<file path="config.mk">
export PLATFORM = sky130hd
export DESIGN_NAME = gobou_fc_ctrl_flat
export DESIGN_NICKNAME = d
export VERILOG_FILES = /design/src/rtl/gobou_fc_ctrl_pkg.sv /design/src/rtl/gobou_fc_ctrl_if.sv /design/src/rtl/gobou_fc_serial_cnt.sv /design/src/rtl/gobou_fc_ctrl.sv /design/src/flat_wrapper.sv
export SDC_FILE = /design/constraint.sdc
export NUM_CORES = 1
export LEC_CHECK = 0
export CORE_MARGIN = 5
export CORE_UTILIZATION = 43
export CTS_CLUSTER_SIZE = 10
export DETAILED_ROUTE_END_ITERATION = 8
export HOLD_SLACK_MARGIN = 0.02
export PLACE_DENSITY = 0.66
export SYNTH_ARGS = -nofsm -noshare
export SYNTH_HDL_FRONTEND = slang
export SYNTH_HIERARCHICAL = 1
export SYNTH_SLANG_ARGS = --single-unit
</file>
<file path="constraint.sdc">
create_clock -name clk -period 6.8 [get_ports clk]
set_input_delay 1.36 -clock clk [delete_from_list [all_inputs] [get_ports clk]]
set_output_delay 1.36 -clock clk [all_outputs]
set_load 0.01 [all_outputs]
</file>
<file path="src/rtl/gobou_fc_ctrl_pkg.sv">
// Shared defaults and state encoding for the gobou fully-connected sequencer.
package gobou_fc_ctrl_pkg;

    localparam int DEF_CORE    = 16;
    localparam int DEF_CORELOG = 4;
    localparam int DEF_DWIDTH  = 16;
    localparam int DEF_LWIDTH  = 10;
    localparam int DEF_BWIDTH  = 4;
    localparam int DEF_IMGSIZE = 12;
    localparam int DEF_NETSIZE = 14;

    typedef enum logic [2:0] {
        S_IDLE,
        S_WEIGHT,
        S_BIAS,
        S_WAIT_RES,
        S_OUTPUT
    } gobou_fc_state_t;

endpackage

</file>
<file path="src/rtl/gobou_fc_ctrl_if.sv">
// Layer-level control bundle: start/done handshake plus the per-layer job description.
interface gobou_fc_ctrl_if #(
    parameter int LWIDTH  = gobou_fc_ctrl_pkg::DEF_LWIDTH,
    parameter int BWIDTH  = gobou_fc_ctrl_pkg::DEF_BWIDTH,
    parameter int IMGSIZE = gobou_fc_ctrl_pkg::DEF_IMGSIZE,
    parameter int NETSIZE = gobou_fc_ctrl_pkg::DEF_NETSIZE
);
    logic               req;
    logic               ack;
    logic               bias_en;
    logic [LWIDTH-1:0]  total_in;
    logic [LWIDTH-1:0]  total_out;
    logic [BWIDTH-1:0]  batch;
    logic [IMGSIZE-1:0] in_offset;
    logic [IMGSIZE-1:0] out_offset;
    logic [NETSIZE-1:0] net_offset;

    modport master (output req, bias_en, total_in, total_out, batch,
                           in_offset, out_offset, net_offset,
                    input  ack);
    modport slave  (input  req, bias_en, total_in, total_out, batch,
                           in_offset, out_offset, net_offset,
                    output ack);
endinterface

</file>
<file path="src/rtl/gobou_fc_serial_cnt.sv">
// Serialiser position counter (1..CORE) and the img_we window covering the valid outputs.
// Latency: img_we registered, high the cycle after serial_we; no backpressure.
module gobou_fc_serial_cnt
    import gobou_fc_ctrl_pkg::*;
#(
    parameter int CORE    = DEF_CORE,
    parameter int CORELOG = DEF_CORELOG,
    parameter int LWIDTH  = DEF_LWIDTH
) (
    input  logic               clk,
    input  logic               rst,
    input  logic               serial_we,
    input  logic [LWIDTH-1:0]  rem,
    output logic [CORELOG:0]   cnt_nxt,
    output logic               wr_nxt,
    output logic               done,
    output logic               img_we
);
    localparam logic [CORELOG:0] CNT_ONE = (CORELOG+1)'(1);
    localparam logic [CORELOG:0] CNT_MAX = (CORELOG+1)'(CORE);

    logic [CORELOG:0] cnt_q, cnt_d, n_valid;
    logic             img_we_q, img_we_d;

    always_comb begin
        // rem below CORE always fits in the counter width
        n_valid  = (rem >= LWIDTH'(CORE)) ? CNT_MAX : rem[CORELOG:0];
        cnt_d    = '0;
        if (serial_we)
            cnt_d = CNT_ONE;
        else if (cnt_q != '0 && cnt_q != CNT_MAX)
            cnt_d = cnt_q + CNT_ONE;
        img_we_d = (cnt_d != '0) && (cnt_d <= n_valid);
    end

    always_ff @(posedge clk) begin
        if (rst) begin
            cnt_q    <= '0;
            img_we_q <= 1'b0;
        end else begin
            cnt_q    <= cnt_d;
            img_we_q <= img_we_d;
        end
    end

    assign cnt_nxt = cnt_d;
    assign wr_nxt  = img_we_d;
    assign done    = (cnt_q == CNT_MAX);
    assign img_we  = img_we_q;

endmodule

</file>
<file path="src/rtl/gobou_fc_ctrl.sv">
// Fully-connected layer sequencer: weight/bias phases per group, batch reuse, partial last group.
// Latency: all controls registered one cycle behind the state; waits only on res_start.
module gobou_fc_ctrl
    import gobou_fc_ctrl_pkg::*;
#(
    parameter int CORE    = DEF_CORE,
    parameter int CORELOG = DEF_CORELOG,
    parameter int DWIDTH  = DEF_DWIDTH,
    parameter int LWIDTH  = DEF_LWIDTH,
    parameter int BWIDTH  = DEF_BWIDTH,
    parameter int IMGSIZE = DEF_IMGSIZE,
    parameter int NETSIZE = DEF_NETSIZE
) (
    input  logic               clk,
    input  logic               rst,
    gobou_fc_ctrl_if.slave     ctl,
    input  logic               net_we,
    input  logic [CORELOG-1:0] net_sel,
    input  logic [NETSIZE-1:0] net_addr,
    input  logic               res_start,
    input  logic [DWIDTH-1:0]  out_wdata,
    output logic               core_start,
    output logic               core_valid,
    output logic               core_stop,
    output logic               img_we,
    output logic [IMGSIZE-1:0] img_addr,
    output logic [DWIDTH-1:0]  img_wdata,
    output logic [CORE-1:0]    mem_net_we,
    output logic [NETSIZE-1:0] mem_net_addr,
    output logic               breg_we,
    output logic               serial_we
);
    gobou_fc_state_t    state_q, state_d;
    logic               ack_q, ack_d, core_start_q, core_start_d, core_valid_q, core_valid_d;
    logic               core_stop_q, core_stop_d, breg_we_q, breg_we_d, serial_we_q, serial_we_d;
    logic               bias_en_q, bias_en_d;
    logic [LWIDTH-1:0]  total_in_q, total_in_d, total_out_q, total_out_d;
    logic [LWIDTH-1:0]  rem_q, rem_d, i_q, i_d;
    logic [BWIDTH-1:0]  batch_q, batch_d, b_q, b_d;
    logic [IMGSIZE-1:0] img_addr_q, img_addr_d, in_off_q, in_off_d, in_base_q, in_base_d;
    logic [IMGSIZE-1:0] out_grp_q, out_grp_d, out_base_q, out_base_d;
    logic [NETSIZE-1:0] net_addr_q, net_addr_d, grp_base_q, grp_base_d;
    logic [CORELOG:0]   cnt_nxt;
    logic               wr_nxt, ser_done;

    gobou_fc_serial_cnt #(.CORE(CORE), .CORELOG(CORELOG), .LWIDTH(LWIDTH)) u_serial (
        .clk       (clk),
        .rst       (rst),
        .serial_we (serial_we_q),
        .rem       (rem_q),
        .cnt_nxt   (cnt_nxt),
        .wr_nxt    (wr_nxt),
        .done      (ser_done),
        .img_we    (img_we)
    );

    always_comb begin
        state_d      = state_q;      ack_d       = ack_q;
        core_start_d = 1'b0;         core_valid_d = 1'b0;
        core_stop_d  = 1'b0;         breg_we_d   = 1'b0;
        serial_we_d  = 1'b0;         bias_en_d   = bias_en_q;
        total_in_d   = total_in_q;   total_out_d = total_out_q;
        rem_d        = rem_q;        i_d         = i_q;
        batch_d      = batch_q;      b_d         = b_q;
        in_off_d     = in_off_q;     in_base_d   = in_base_q;
        out_grp_d    = out_grp_q;    out_base_d  = out_base_q;
        grp_base_d   = grp_base_q;
        img_addr_d   = '0;           net_addr_d  = '0;
        unique case (state_q)
            S_IDLE: begin
                ack_d = 1'b1;
                if (ctl.req && ack_q) begin
                    ack_d        = 1'b0;
                    core_start_d = 1'b1;
                    bias_en_d    = ctl.bias_en;
                    total_in_d   = ctl.total_in;
                    total_out_d  = ctl.total_out;
                    batch_d      = ctl.batch;
                    rem_d        = ctl.total_out;
                    in_off_d     = ctl.in_offset;
                    in_base_d    = ctl.in_offset;
                    out_grp_d    = ctl.out_offset;
                    out_base_d   = ctl.out_offset;
                    grp_base_d   = ctl.net_offset;
                    i_d          = '0;
                    b_d          = '0;
                    // an empty job stays idle; ack_q low for this one cycle is the done pulse
                    if (ctl.total_in != '0 && ctl.total_out != '0 && ctl.batch != '0)
                        state_d = S_WEIGHT;
                end
            end
            S_WEIGHT: begin
                core_valid_d = 1'b1;
                img_addr_d   = in_base_q + IMGSIZE'(i_q);
                net_addr_d   = grp_base_q + NETSIZE'(i_q);
                if (i_q == total_in_q - LWIDTH'(1)) begin
                    i_d         = '0;
                    core_stop_d = !bias_en_q;
                    state_d     = bias_en_q ? S_BIAS : S_WAIT_RES;
                end else begin
                    i_d = i_q + LWIDTH'(1);
                end
            end
            S_BIAS: begin
                core_valid_d = 1'b1;
                breg_we_d    = 1'b1;
                core_stop_d  = 1'b1;
                net_addr_d   = grp_base_q + NETSIZE'(total_in_q);
                state_d      = S_WAIT_RES;
            end
            S_WAIT_RES: begin
                if (serial_we_q)
                    state_d = S_OUTPUT;
                else if (res_start)
                    serial_we_d = 1'b1;
            end
            S_OUTPUT: begin
                if (ser_done) begin
                    if (b_q != batch_q - BWIDTH'(1)) begin
                        b_d          = b_q + BWIDTH'(1);
                        in_base_d    = in_base_q + IMGSIZE'(total_in_q);
                        out_base_d   = out_base_q + IMGSIZE'(total_out_q);
                        core_start_d = 1'b1;
                        state_d      = S_WEIGHT;
                    end else if (rem_q > LWIDTH'(CORE)) begin
                        b_d          = '0;
                        in_base_d    = in_off_q;
                        out_grp_d    = out_grp_q + IMGSIZE'(CORE);
                        out_base_d   = out_grp_q + IMGSIZE'(CORE);
                        grp_base_d   = grp_base_q + NETSIZE'(total_in_q) + NETSIZE'(bias_en_q);
                        rem_d        = rem_q - LWIDTH'(CORE);
                        core_start_d = 1'b1;
                        state_d      = S_WEIGHT;
                    end else begin
                        ack_d   = 1'b1;
                        state_d = S_IDLE;
                    end
                end
            end
            default: state_d = S_IDLE;
        endcase
        // the write window opens while still in S_WAIT_RES, so address it outside the case
        if (wr_nxt)
            img_addr_d = out_base_q + IMGSIZE'(cnt_nxt) - IMGSIZE'(1);
    end

    always_ff @(posedge clk) begin
        if (rst) begin
            state_q      <= S_IDLE;  ack_q       <= 1'b1;
            core_start_q <= 1'b0;    core_valid_q <= 1'b0;
            core_stop_q  <= 1'b0;    breg_we_q   <= 1'b0;
            serial_we_q  <= 1'b0;    bias_en_q   <= 1'b0;
            total_in_q   <= '0;      total_out_q <= '0;
            rem_q        <= '0;      i_q         <= '0;
            batch_q      <= '0;      b_q         <= '0;
            in_off_q     <= '0;      in_base_q   <= '0;
            out_grp_q    <= '0;      out_base_q  <= '0;
            grp_base_q   <= '0;      img_addr_q  <= '0;
            net_addr_q   <= '0;
        end else begin
            state_q      <= state_d;      ack_q       <= ack_d;
            core_start_q <= core_start_d; core_valid_q <= core_valid_d;
            core_stop_q  <= core_stop_d;  breg_we_q   <= breg_we_d;
            serial_we_q  <= serial_we_d;  bias_en_q   <= bias_en_d;
            total_in_q   <= total_in_d;   total_out_q <= total_out_d;
            rem_q        <= rem_d;        i_q         <= i_d;
            batch_q      <= batch_d;      b_q         <= b_d;
            in_off_q     <= in_off_d;     in_base_q   <= in_base_d;
            out_grp_q    <= out_grp_d;    out_base_q  <= out_base_d;
            grp_base_q   <= grp_base_d;   img_addr_q  <= img_addr_d;
            net_addr_q   <= net_addr_d;
        end
    end

    always_comb begin
        mem_net_we = '0;
        for (int j = 0; j < CORE; j++)
            mem_net_we[j] = net_we && (net_sel == CORELOG'(j));
    end

    assign mem_net_addr = net_we ? net_addr : net_addr_q;
    assign img_wdata    = img_we ? out_wdata : '0;
    assign ctl.ack      = ack_q;
    assign core_start   = core_start_q;
    assign core_valid   = core_valid_q;
    assign core_stop    = core_stop_q;
    assign breg_we      = breg_we_q;
    assign serial_we    = serial_we_q;
    assign img_addr     = img_addr_q;

endmodule

</file>
<file path="src/flat_wrapper.sv">
// flat-port wrapper written by rule: the top's interface ports become plain ports
module gobou_fc_ctrl_flat import gobou_fc_ctrl_pkg::*;
#(
    parameter int CORE    = DEF_CORE,
    parameter int CORELOG = DEF_CORELOG,
    parameter int DWIDTH  = DEF_DWIDTH,
    parameter int LWIDTH  = DEF_LWIDTH,
    parameter int BWIDTH  = DEF_BWIDTH,
    parameter int IMGSIZE = DEF_IMGSIZE,
    parameter int NETSIZE = DEF_NETSIZE
)
  (clk, rst, net_we, net_sel, net_addr, res_start, out_wdata, core_start, core_valid, core_stop, img_we, img_addr, img_wdata, mem_net_we, mem_net_addr, breg_we, serial_we, ctl_req, ctl_bias_en, ctl_total_in, ctl_total_out, ctl_batch, ctl_in_offset, ctl_out_offset, ctl_net_offset, ctl_ack);
  gobou_fc_ctrl_if #(.LWIDTH(LWIDTH), .BWIDTH(BWIDTH), .IMGSIZE(IMGSIZE), .NETSIZE(NETSIZE)) ctl_i ();
  input  logic clk;
  input  logic rst;
  input  logic net_we;
  input  logic [CORELOG-1:0] net_sel;
  input  logic [NETSIZE-1:0] net_addr;
  input  logic res_start;
  input  logic [DWIDTH-1:0] out_wdata;
  output logic core_start;
  output logic core_valid;
  output logic core_stop;
  output logic img_we;
  output logic [IMGSIZE-1:0] img_addr;
  output logic [DWIDTH-1:0] img_wdata;
  output logic [CORE-1:0] mem_net_we;
  output logic [NETSIZE-1:0] mem_net_addr;
  output logic breg_we;
  output logic serial_we;
  input wire logic [$bits(ctl_i.req)-1:0] ctl_req;
  input wire logic [$bits(ctl_i.bias_en)-1:0] ctl_bias_en;
  input wire logic [$bits(ctl_i.total_in)-1:0] ctl_total_in;
  input wire logic [$bits(ctl_i.total_out)-1:0] ctl_total_out;
  input wire logic [$bits(ctl_i.batch)-1:0] ctl_batch;
  input wire logic [$bits(ctl_i.in_offset)-1:0] ctl_in_offset;
  input wire logic [$bits(ctl_i.out_offset)-1:0] ctl_out_offset;
  input wire logic [$bits(ctl_i.net_offset)-1:0] ctl_net_offset;
  output wire logic [$bits(ctl_i.ack)-1:0] ctl_ack;
  assign ctl_i.req = ctl_req;
  assign ctl_i.bias_en = ctl_bias_en;
  assign ctl_i.total_in = ctl_total_in;
  assign ctl_i.total_out = ctl_total_out;
  assign ctl_i.batch = ctl_batch;
  assign ctl_i.in_offset = ctl_in_offset;
  assign ctl_i.out_offset = ctl_out_offset;
  assign ctl_i.net_offset = ctl_net_offset;
  assign ctl_ack = ctl_i.ack;
  gobou_fc_ctrl #(.CORE(CORE), .CORELOG(CORELOG), .DWIDTH(DWIDTH), .LWIDTH(LWIDTH), .BWIDTH(BWIDTH), .IMGSIZE(IMGSIZE), .NETSIZE(NETSIZE)) u_core (.clk(clk), .rst(rst), .ctl(ctl_i), .net_we(net_we), .net_sel(net_sel), .net_addr(net_addr), .res_start(res_start), .out_wdata(out_wdata), .core_start(core_start), .core_valid(core_valid), .core_stop(core_stop), .img_we(img_we), .img_addr(img_addr), .img_wdata(img_wdata), .mem_net_we(mem_net_we), .mem_net_addr(mem_net_addr), .breg_we(breg_we), .serial_we(serial_we));
endmodule
</file>
Yosys cells after proc, flatten, opt, wreduce, memory -nomap -nowiden
Cells that the tools add are included.
{"block": "totals", "out_inout_bits": 65, "ff_bits": 152, "input_bits": 102, "elab_cells": 176}
{"block": "op_classes", "add_sub_neg": 15, "n_reduce_logical": 39, "mux": 63, "magnitude_cmp": 3, "n_bitwise": 1, "eq_ne": 32}
{"operator": "two-way mux 12 bit", "count": 12}
{"operator": "one-hot mux 12 bit (2 select lines)", "count": 3}
{"operator": "two-way mux 14 bit", "count": 5}
{"operator": "two-way mux 10 bit", "count": 6}
{"operator": "one-hot mux 14 bit (2 select lines)", "count": 2}
{"operator": "one-hot mux 10 bit (2 select lines)", "count": 2}
{"operator": "adder 12 x 10 -> 12 bit", "count": 3}
{"operator": "== test 4 bit, second input constant", "count": 8}
{"operator": "adder 14 x 10 -> 14 bit", "count": 2}
{"operator": "logical AND 1 bit", "count": 21}
{"operator": "nonzero test 10 bit", "count": 2}
{"operator": "two-way mux 3 bit", "count": 6}
{"operator": "== test 4 x 3 -> 1 bit, second input constant", "count": 4}
{"operator": "two-way mux 16 bit", "count": 1}
{"operator": "two-way mux 4 bit", "count": 4}
{"operator": "two-way mux 5 bit", "count": 3}
{"operator": "one-hot mux 3 bit (5 select lines)", "count": 1}
{"operator": "adder 14 x 1 -> 14 bit", "count": 1}
{"operator": "two-way mux 1 bit", "count": 14}
{"operator": "adder 12 x 5 -> 12 bit", "count": 1}
{"operator": "adder 12 x 5 -> 12 bit, second input constant", "count": 1}
{"operator": "inequality test 2 x 1 -> 1 bit, second input constant", "count": 6}
{"operator": "subtractor 12 x 1 -> 12 bit, second input constant", "count": 1}
{"operator": "adder 10 x 1 -> 10 bit, second input constant", "count": 1}
{"operator": "other kinds (33)", "count": 43}

Logic depth before layout (Yosys ltp)
Gate-level depths: netlist (run 1).
{"block": "logic_depth", "word_depth": 7, "mapped_depth": 19}

Cells and area by module
The synthesis (run 1) kept the hierarchy.
{"module": "gobou_fc_ctrl", "area_per_inst_um2": 9950.8, "n_inst": 1, "seq_area_each_um2": 2922.8, "cells_per_inst": 1284}
{"module": "gobou_fc_serial_cnt", "area_per_inst_um2": 474.2, "n_inst": 1, "seq_area_each_um2": 120.1, "cells_per_inst": 55}

Worst setup path before layout (run 1)
No wires, ideal clock.
{"block": "synth_path", "path_type": "input to output", "start": "input net_we", "end": "output mem_net_we[1]", "path_stages": 4, "t_required_ns": 5.440, "n_path_buf": 2, "arrival_time_ns": 2.535, "path_slack_ns": 2.905, "path_cell_list": "clkbuf_1 -> buf_1 -> nand2_1 -> nor4_1"}
{"block": "synth_via", "elab_chain_len": 1}
{"element": "from (decl)", "line_no": "flat_wrapper.sv:16", "rtl": "input logic net_we;"}
{"element": "logical AND 1 bit", "line_no": "gobou_fc_ctrl.sv:178", "rtl": "mem_net_we[j] = net_we && (net_sel == CORELOG'(j));"}
{"element": "to (decl)", "line_no": "flat_wrapper.sv:27", "rtl": "output logic [CORE-1:0] mem_net_we;"}
Every way passes these cells.

Worst setup path in the final report (run 1)
{"block": "layout_path", "start": "input net_we", "end": "output mem_net_we[3]"}
Same word-level chain as after synthesis.

==> results.sh, run 1 <==
export IMPL_outcome="finished, final reports clean"
export IMPL_postSynthAreaPerCell_um2=7.79
export IMPL_final_setup_viol_count=0
export IMPL_antenna_found_initial=0
export IMPL_drive_gt1_share_pct=5.95
export IMPL_path_max_fanout=18
export IMPL_power_density_nw_per_um2=219
export IMPL_drt_iter0_markers=603
export IMPL_drc=0
export IMPL_overflow=0
export IMPL_dp_hpwl_mm=22.5
export IMPL_grtUsageTotal_pct=21.6
export IMPL_clock_sinks=152
export IMPL_synthFlopType="dfxtp_1"
export IMPL_synth_nets=1528
export IMPL_synth_seq_area_share_pct=29.2
export IMPL_syn_inst=1339
export IMPL_detail_route_wl_per_cell_um=17.0
export IMPL_cts_tree="built"
export IMPL_ir_worst_vdd_uv=115
export IMPL_core_area_um2=24100
export IMPL_fin_nets=1655
export IMPL_ys_seq_elements=152
export IMPL_antenna_cells=0
export IMPL_arrival_ns=3.40
export IMPL_numCtsBuffers=17
export IMPL_p_sw_mw=0.873
export IMPL_postCtsHoldBufs=0
export IMPL_dpl_cell_count=1771
export IMPL_drtPass1Iterations=5
export IMPL_p_int_mw=1.96
export IMPL_place_congestion=0.910
export IMPL_fin_tns_setup_ns=0
export IMPL_hold_violations=0
export IMPL_postRouteAntennaNets=0
export IMPL_die_x_um=166
export IMPL_io_buffers=166
export IMPL_final_common_cell="nand2_1"
export IMPL_synthArstFlopShare_pct=0
export IMPL_areaGrowthSynthToFinish_pct=24.2
export IMPL_tightest_slew_ns=1.13
export IMPL_clk_latency_ns=0.43
export IMPL_drt_total_wl_mm=30.6
export IMPL_cap_violations=0
export IMPL_rsz0062_at_grt="false"
export IMPL_cts_resized=0
export IMPL_grt_pass1_vias=9563
export IMPL_yosysWarnings=6
export IMPL_ys_types=80
export IMPL_htree_levels=4
export IMPL_p_clk_share_pct=36.1
export IMPL_dieArea_um2=27500
export IMPL_slew_headroom_pct=24.7
export IMPL_final_cells=1802
export IMPL_boundaryPins=167
export IMPL_postPlaceCellArea_um2=12300
export IMPL_hold_class="reg -> reg"
export IMPL_p_leak_nw=5.02
export IMPL_initial_utilization_pct=43.2
export IMPL_seqPwrFrac_pct=36.4
export IMPL_grt_pass1_wl_mm=49.3
export IMPL_critPathLaunchType="primary input"
export IMPL_post_route_period_util_pct=70.1
export IMPL_switching_share_pct=30.9
export IMPL_required_ns=5.44
export IMPL_die_h_um=166
export IMPL_nFillCells=2350
export IMPL_period_needed_ns=4.76
export IMPL_layout_common_cells="188 x nand2_1, 165 x clkdlybuf4s50_1, 152 x dfxtp_1, 137 x a21oi_1, 95 x nor2_1"
export IMPL_num_rows=57
export IMPL_critical_path_class="in -> out"
export IMPL_netlist_area_um2=10400
export IMPL_fin_area_um2=12900
export IMPL_grt_max_degree=71
export IMPL_cts_root_buf="clkbuf_16"
export IMPL_skew_ns=0.0148
export IMPL_crit_path_end_kind="output port"
export IMPL_ctsLongestPathBuffers=2
export IMPL_cts_setup_buffers=0
export IMPL_fmaxAchievable_mhz=210
export IMPL_drv_slew=0
export IMPL_drt_vias_per_instance=5.58
export IMPL_synth_edf_count=0
export IMPL_path_clk_slew_ns=0.06
export IMPL_num_vias=10100
export IMPL_combPwrFrac_pct=27.5
==> layout make-up <==
type                    count  area (µm²)  share of cell area (%)
clock inverters            11         173                    1.33
multi-input cells        1050        6880                    53.1
well taps                 324         405                    3.13
clock buffers              20         457                    3.53
repair buffers            176        1730                    13.4
inverters                  69         259                    2.00
flip-flops and latches    152        3040                    23.5
==> power groups by stage <==
stage	Combinational (mW)	Sequential [mW]	Clock [mW]
detailed placement	0.776	1.05	0
global route	0.858	1.04	1.08
global placement	0.765	1.05	0
CTS	0.780	1.03	1.04
floorplan	0.502	1.03	0
finish	0.778	1.03	1.02
==> critical path, cell delays in order <==
cell and delay [ns]:
clkdlybuf4s50_1 0.93, nand2_1 0.25, nor3_1 0.26, clkdlybuf4s50_1 0.60
==> cell families (layout without fill, tap and decap cells) <==
group | Yosys count | after routing | synth area share (%)
fa+ha+maj | 87 | 87 | 10.9
compound gates | 362 | 362 | 22.3
buf+inv | 137 | 276 | 5.03
mux | 21 | 21 | 2.20
flops | 152 | 152 | 29.2
simple gates | 490 | 490 | 22.7
xor+xnor | 90 | 90 | 7.71
==> worst paths after layout <==
check                            start               endpoint  slack (ns)  depth (start not counted)
hold / removal      u_core/in_off_q[4]     u_core/in_off_q[4]        0.45                          2
setup reg to reg  u_core/total_in_q[0]  u_core/grp_base_q[13]        3.12                         12
setup / recovery                net_we          mem_net_we[3]        2.04                          4
hold reg to reg     u_core/in_off_q[4]     u_core/in_off_q[4]        0.45                          2
==> registers in the layout (all words and copies together) (netlist names), 4 cells and up <==
| register | count |
|---|---|
| u_core/grp_base_q | 14 |
| u_core/net_addr_q | 14 |
| u_core/img_addr | 12 |
| u_core/in_base_q | 12 |
| u_core/in_off_q | 12 |
| u_core/out_base_q | 12 |
| u_core/out_grp_q | 12 |
| u_core/i_q | 10 |
| u_core/rem_q | 10 |
| u_core/total_in_q | 10 |
| u_core/total_out_q | 10 |
| u_core/u_serial/cnt_q | 5 |
| u_core/b_q | 4 |
| u_core/batch_q | 4 |
==> per-stage QoR <==
| stage | hold slack [ns] | setup slack (ns) | total power, mW | util, % |
|---|---|---|---|---|
| 6_report | 0.454 | 2.04 | 2.83 | 53.7 |
| 5_1_grt | 0.476 | 1.83 | 2.98 | 53.7 |
| 4_1_cts | 0.458 | 1.98 | 2.85 | 53.7 |
| 3_3_place_gp | 0.440 | 2.10 | 1.81 | 51.1 |
| 3_5_place_dp | 0.448 | 1.98 | 1.82 | 51.1 |
| 2_1_floorplan | 0.432 | 2.90 | 1.53 | - |
==> synthesized netlist by cell type (all sizes together), types with 5 or more instances <==
library cell	count	area share, %
mux2	15	1.6
or4	7	0.54
a31oi	11	0.66
nand3	36	1.7
nand3b	5	0.36
a211o	6	0.50
a21oi	139	6.8
ha	81	9.7
fa	6	1.2
xor2	35	3.1
inv	67	2.4
xnor2	55	4.6
and3	12	0.73
or3	9	0.59
o31ai	7	0.77
o21ai	67	3.2
and2	23	1.4
nand4	7	0.48
buf	11	0.49
dfxtp	152	29
mux2i	6	0.58
nor2	95	3.4
a22oi	12	0.86
nor3	52	2.6
o21a	5	0.36
a211oi	16	1.3
nand2b	12	0.72
nor4	15	1.3
nor3b	7	0.50
o211ai	24	1.8
a21o	17	1.2
a21boi	5	0.36
clkbuf	57	2.1
o22ai	11	0.66
nor2b	10	0.60
nand2	189	6.8
==> metal layers <==
layer / up-vias / track usage [%] / wire (µm)
met5: - / 0 / 0
met4: 0 / 6.78 / 820
met3: 55 / 4.89 / 2010
met2: 341 / 36.3 / 14300
met1: 4651 / 27.5 / 13400
li1: 5003 / - / -
No activity file was read; power rests on OpenSTA's default activity.
==> inputs of run 2 (changes only) <==
==> constraint.sdc (replaced) <==
create_clock -name clk -period 4.6 [get_ports clk]
set_input_delay 0.92 -clock clk [delete_from_list [all_inputs] [get_ports clk]]
set_output_delay 0.92 -clock clk [all_outputs]
set_load 0.01 [all_outputs]
==> results.sh, run 2 (synthesized netlist as in run 1, its figures left out) <==
export IMPL_outcome="finished, final reports clean"
export IMPL_p_leak_nw=5.04
export IMPL_nFillCells=2330
export IMPL_drt_iter0_markers=681
export IMPL_cap_violations=0
export IMPL_cts_root_buf="clkbuf_16"
export IMPL_htree_levels=4
export IMPL_drt_total_wl_mm=30.6
export IMPL_post_route_period_util_pct=84.1
export IMPL_numCtsBuffers=17
export IMPL_detail_route_wl_per_cell_um=16.9
export IMPL_skew_ns=0.00926
export IMPL_combPwrFrac_pct=27.4
export IMPL_grt_max_degree=76
export IMPL_dp_worst_setup_slack_ns=0.747
export IMPL_cts_tree="built"
export IMPL_grtUsageTotal_pct=21.8
export IMPL_crit_path_end_kind="output port"
export IMPL_critPathLaunchType="primary input"
export IMPL_min_path_cells=2
export IMPL_drtPass1Iterations=4
export IMPL_path_max_fanout=18
export IMPL_dieArea_um2=27500
export IMPL_rsz0062_at_grt="false"
export IMPL_overflow=0
export IMPL_p_sw_mw=1.28
export IMPL_rr_startpoint="u_core/total_in_q[0]"
export IMPL_arrival_ns=2.95
export IMPL_hold_start="u_core/in_off_q[9]"
export IMPL_rr_worst_depth=12
export IMPL_cts_resized=0
export IMPL_boundaryPins=167
export IMPL_slew_headroom_pct=26.1
export IMPL_core_area_um2=24100
export IMPL_top_regs="u_core/grp_base_q (14), u_core/net_addr_q (14)"
export IMPL_final_setup_viol_count=0
export IMPL_initial_utilization_pct=43.2
export IMPL_hold_violations=0
export IMPL_reg2reg_setup_slack_ns=1.08
export IMPL_hold_end="u_core/in_off_q[9]"
export IMPL_clock_sinks=152
export IMPL_place_congestion=0.895
export IMPL_fin_nets=1661
export IMPL_drv_slew=0
export IMPL_grt_pass1_vias=9688
export IMPL_cts_setup_buffers=0
export IMPL_path_clk_slew_ns=0.06
export IMPL_power_density_nw_per_um2=322
export IMPL_tightest_slew_ns=1.11
export IMPL_required_ns=3.68
export IMPL_die_h_um=166
export IMPL_antenna_found_initial=0
export IMPL_hold_class="reg -> reg"
export IMPL_die_x_um=166
export IMPL_drt_vias_per_instance=5.56
export IMPL_drive_gt1_share_pct=6.27
export IMPL_r2r_end="u_core/grp_base_q[13]"
export IMPL_num_vias=10000
export IMPL_final_common_cell="nand2_1"
export IMPL_p_clk_share_pct=36.1
export IMPL_grt_pass1_wl_mm=49.8
export IMPL_ir_worst_vdd_uv=201
export IMPL_critical_path_class="in -> out"
export IMPL_fmaxAchievable_mhz=258
export IMPL_antenna_cells=0
export IMPL_clk_latency_ns=0.43
export IMPL_seqPwrFrac_pct=36.5
export IMPL_setup_ws_ns=0.729
export IMPL_drc=0
export IMPL_p_int_mw=2.90
export IMPL_ctsLongestPathBuffers=2
export IMPL_fin_tns_setup_ns=0
export IMPL_areaGrowthSynthToFinish_pct=24.6
export IMPL_postCtsHoldBufs=0
export IMPL_io_buffers=166
export IMPL_layout_common_cells="188 x nand2_1, 165 x clkdlybuf4s50_1, 152 x dfxtp_1, 137 x a21oi_1, 95 x nor2_1"
export IMPL_switching_share_pct=30.6
export IMPL_num_rows=57
export IMPL_postRouteAntennaNets=0
export IMPL_period_needed_ns=3.87
export IMPL_dp_hpwl_mm=22.7
[run 2: cell types whose count changed in the layout (fill, tap and decap cells not counted)]
cell and change:
buf_4 +6, clkbuf_1 +1, clkinv_2 -1, clkinv_4 -2, inv_6 +2
[run 2: power by group through the flow]
stage                     Clock (mW)  Combinational (mW)  Sequential [mW]
after floorplan                    0               0.742             1.53
after global placement             0                1.13             1.55
after detailed placement           0                1.14             1.55
after CTS                       1.54                1.15             1.52
after global routing            1.60                1.27             1.54
final                           1.51                1.15             1.52
[run 2: critical path, cell delays in order]
cell             delay, ns
clkdlybuf4s50_1       0.94
nand2_1               0.27
nor3_1                0.25
clkdlybuf4s50_1       0.57
[run 2: routing by layer]
layer	vias to the layer above	part of all wire [%]	GRT usage [%]
li1	5025	-	-
met1	4654	44	27.5
met2	316	48	37.1
met3	52	6.1	4.43
met4	0	2.4	7.42
met5	-	0	0
[run 2: metrics by stage]
| stage | util, % | total power, mW | cell area (µm²) | std cells | hold slack, ns |
|---|---|---|---|---|---|
| CTS | 53.9 | 4.21 | 13000 | 1808 | 0.454 |
| global placement | 51.3 | 2.68 | 12400 | 1777 | 0.440 |
| floorplan | - | 2.27 | 10400 | 1339 | 0.432 |
| detailed placement | 51.3 | 2.69 | 12400 | 1777 | 0.447 |
| finish | 53.9 | 4.18 | 13000 | 1808 | 0.455 |
| global route | 53.9 | 4.41 | 13000 | 1808 | 0.467 |
[run 2: worst max-delay path by stage]
| stage | start | end | cells after the start |
|---|---|---|---|
| after global routing | net_we | mem_net_we[3] | 4 |
| final | net_we | mem_net_we[9] | 4 |
| after detailed placement | net_we | mem_net_we[3] | 4 |
| after global placement | net_we | mem_net_we[1] | 4 |
| after floorplan | u_core/u_serial/cnt_q[0] | u_core/img_addr[11] | 18 |
| after CTS | net_we | mem_net_we[1] | 4 |
[run 2: cell type report]
class	count	area [µm²]	share of cell area, %
Multi-Input combinational cell	1050	6880	52.9
Sequential cell	152	3040	23.4
Timing Repair Buffer	182	1780	13.7
Clock buffer	21	460	3.54
Tap cell	324	405	3.12
Inverter	69	259	1.99
Clock inverter	10	168	1.29
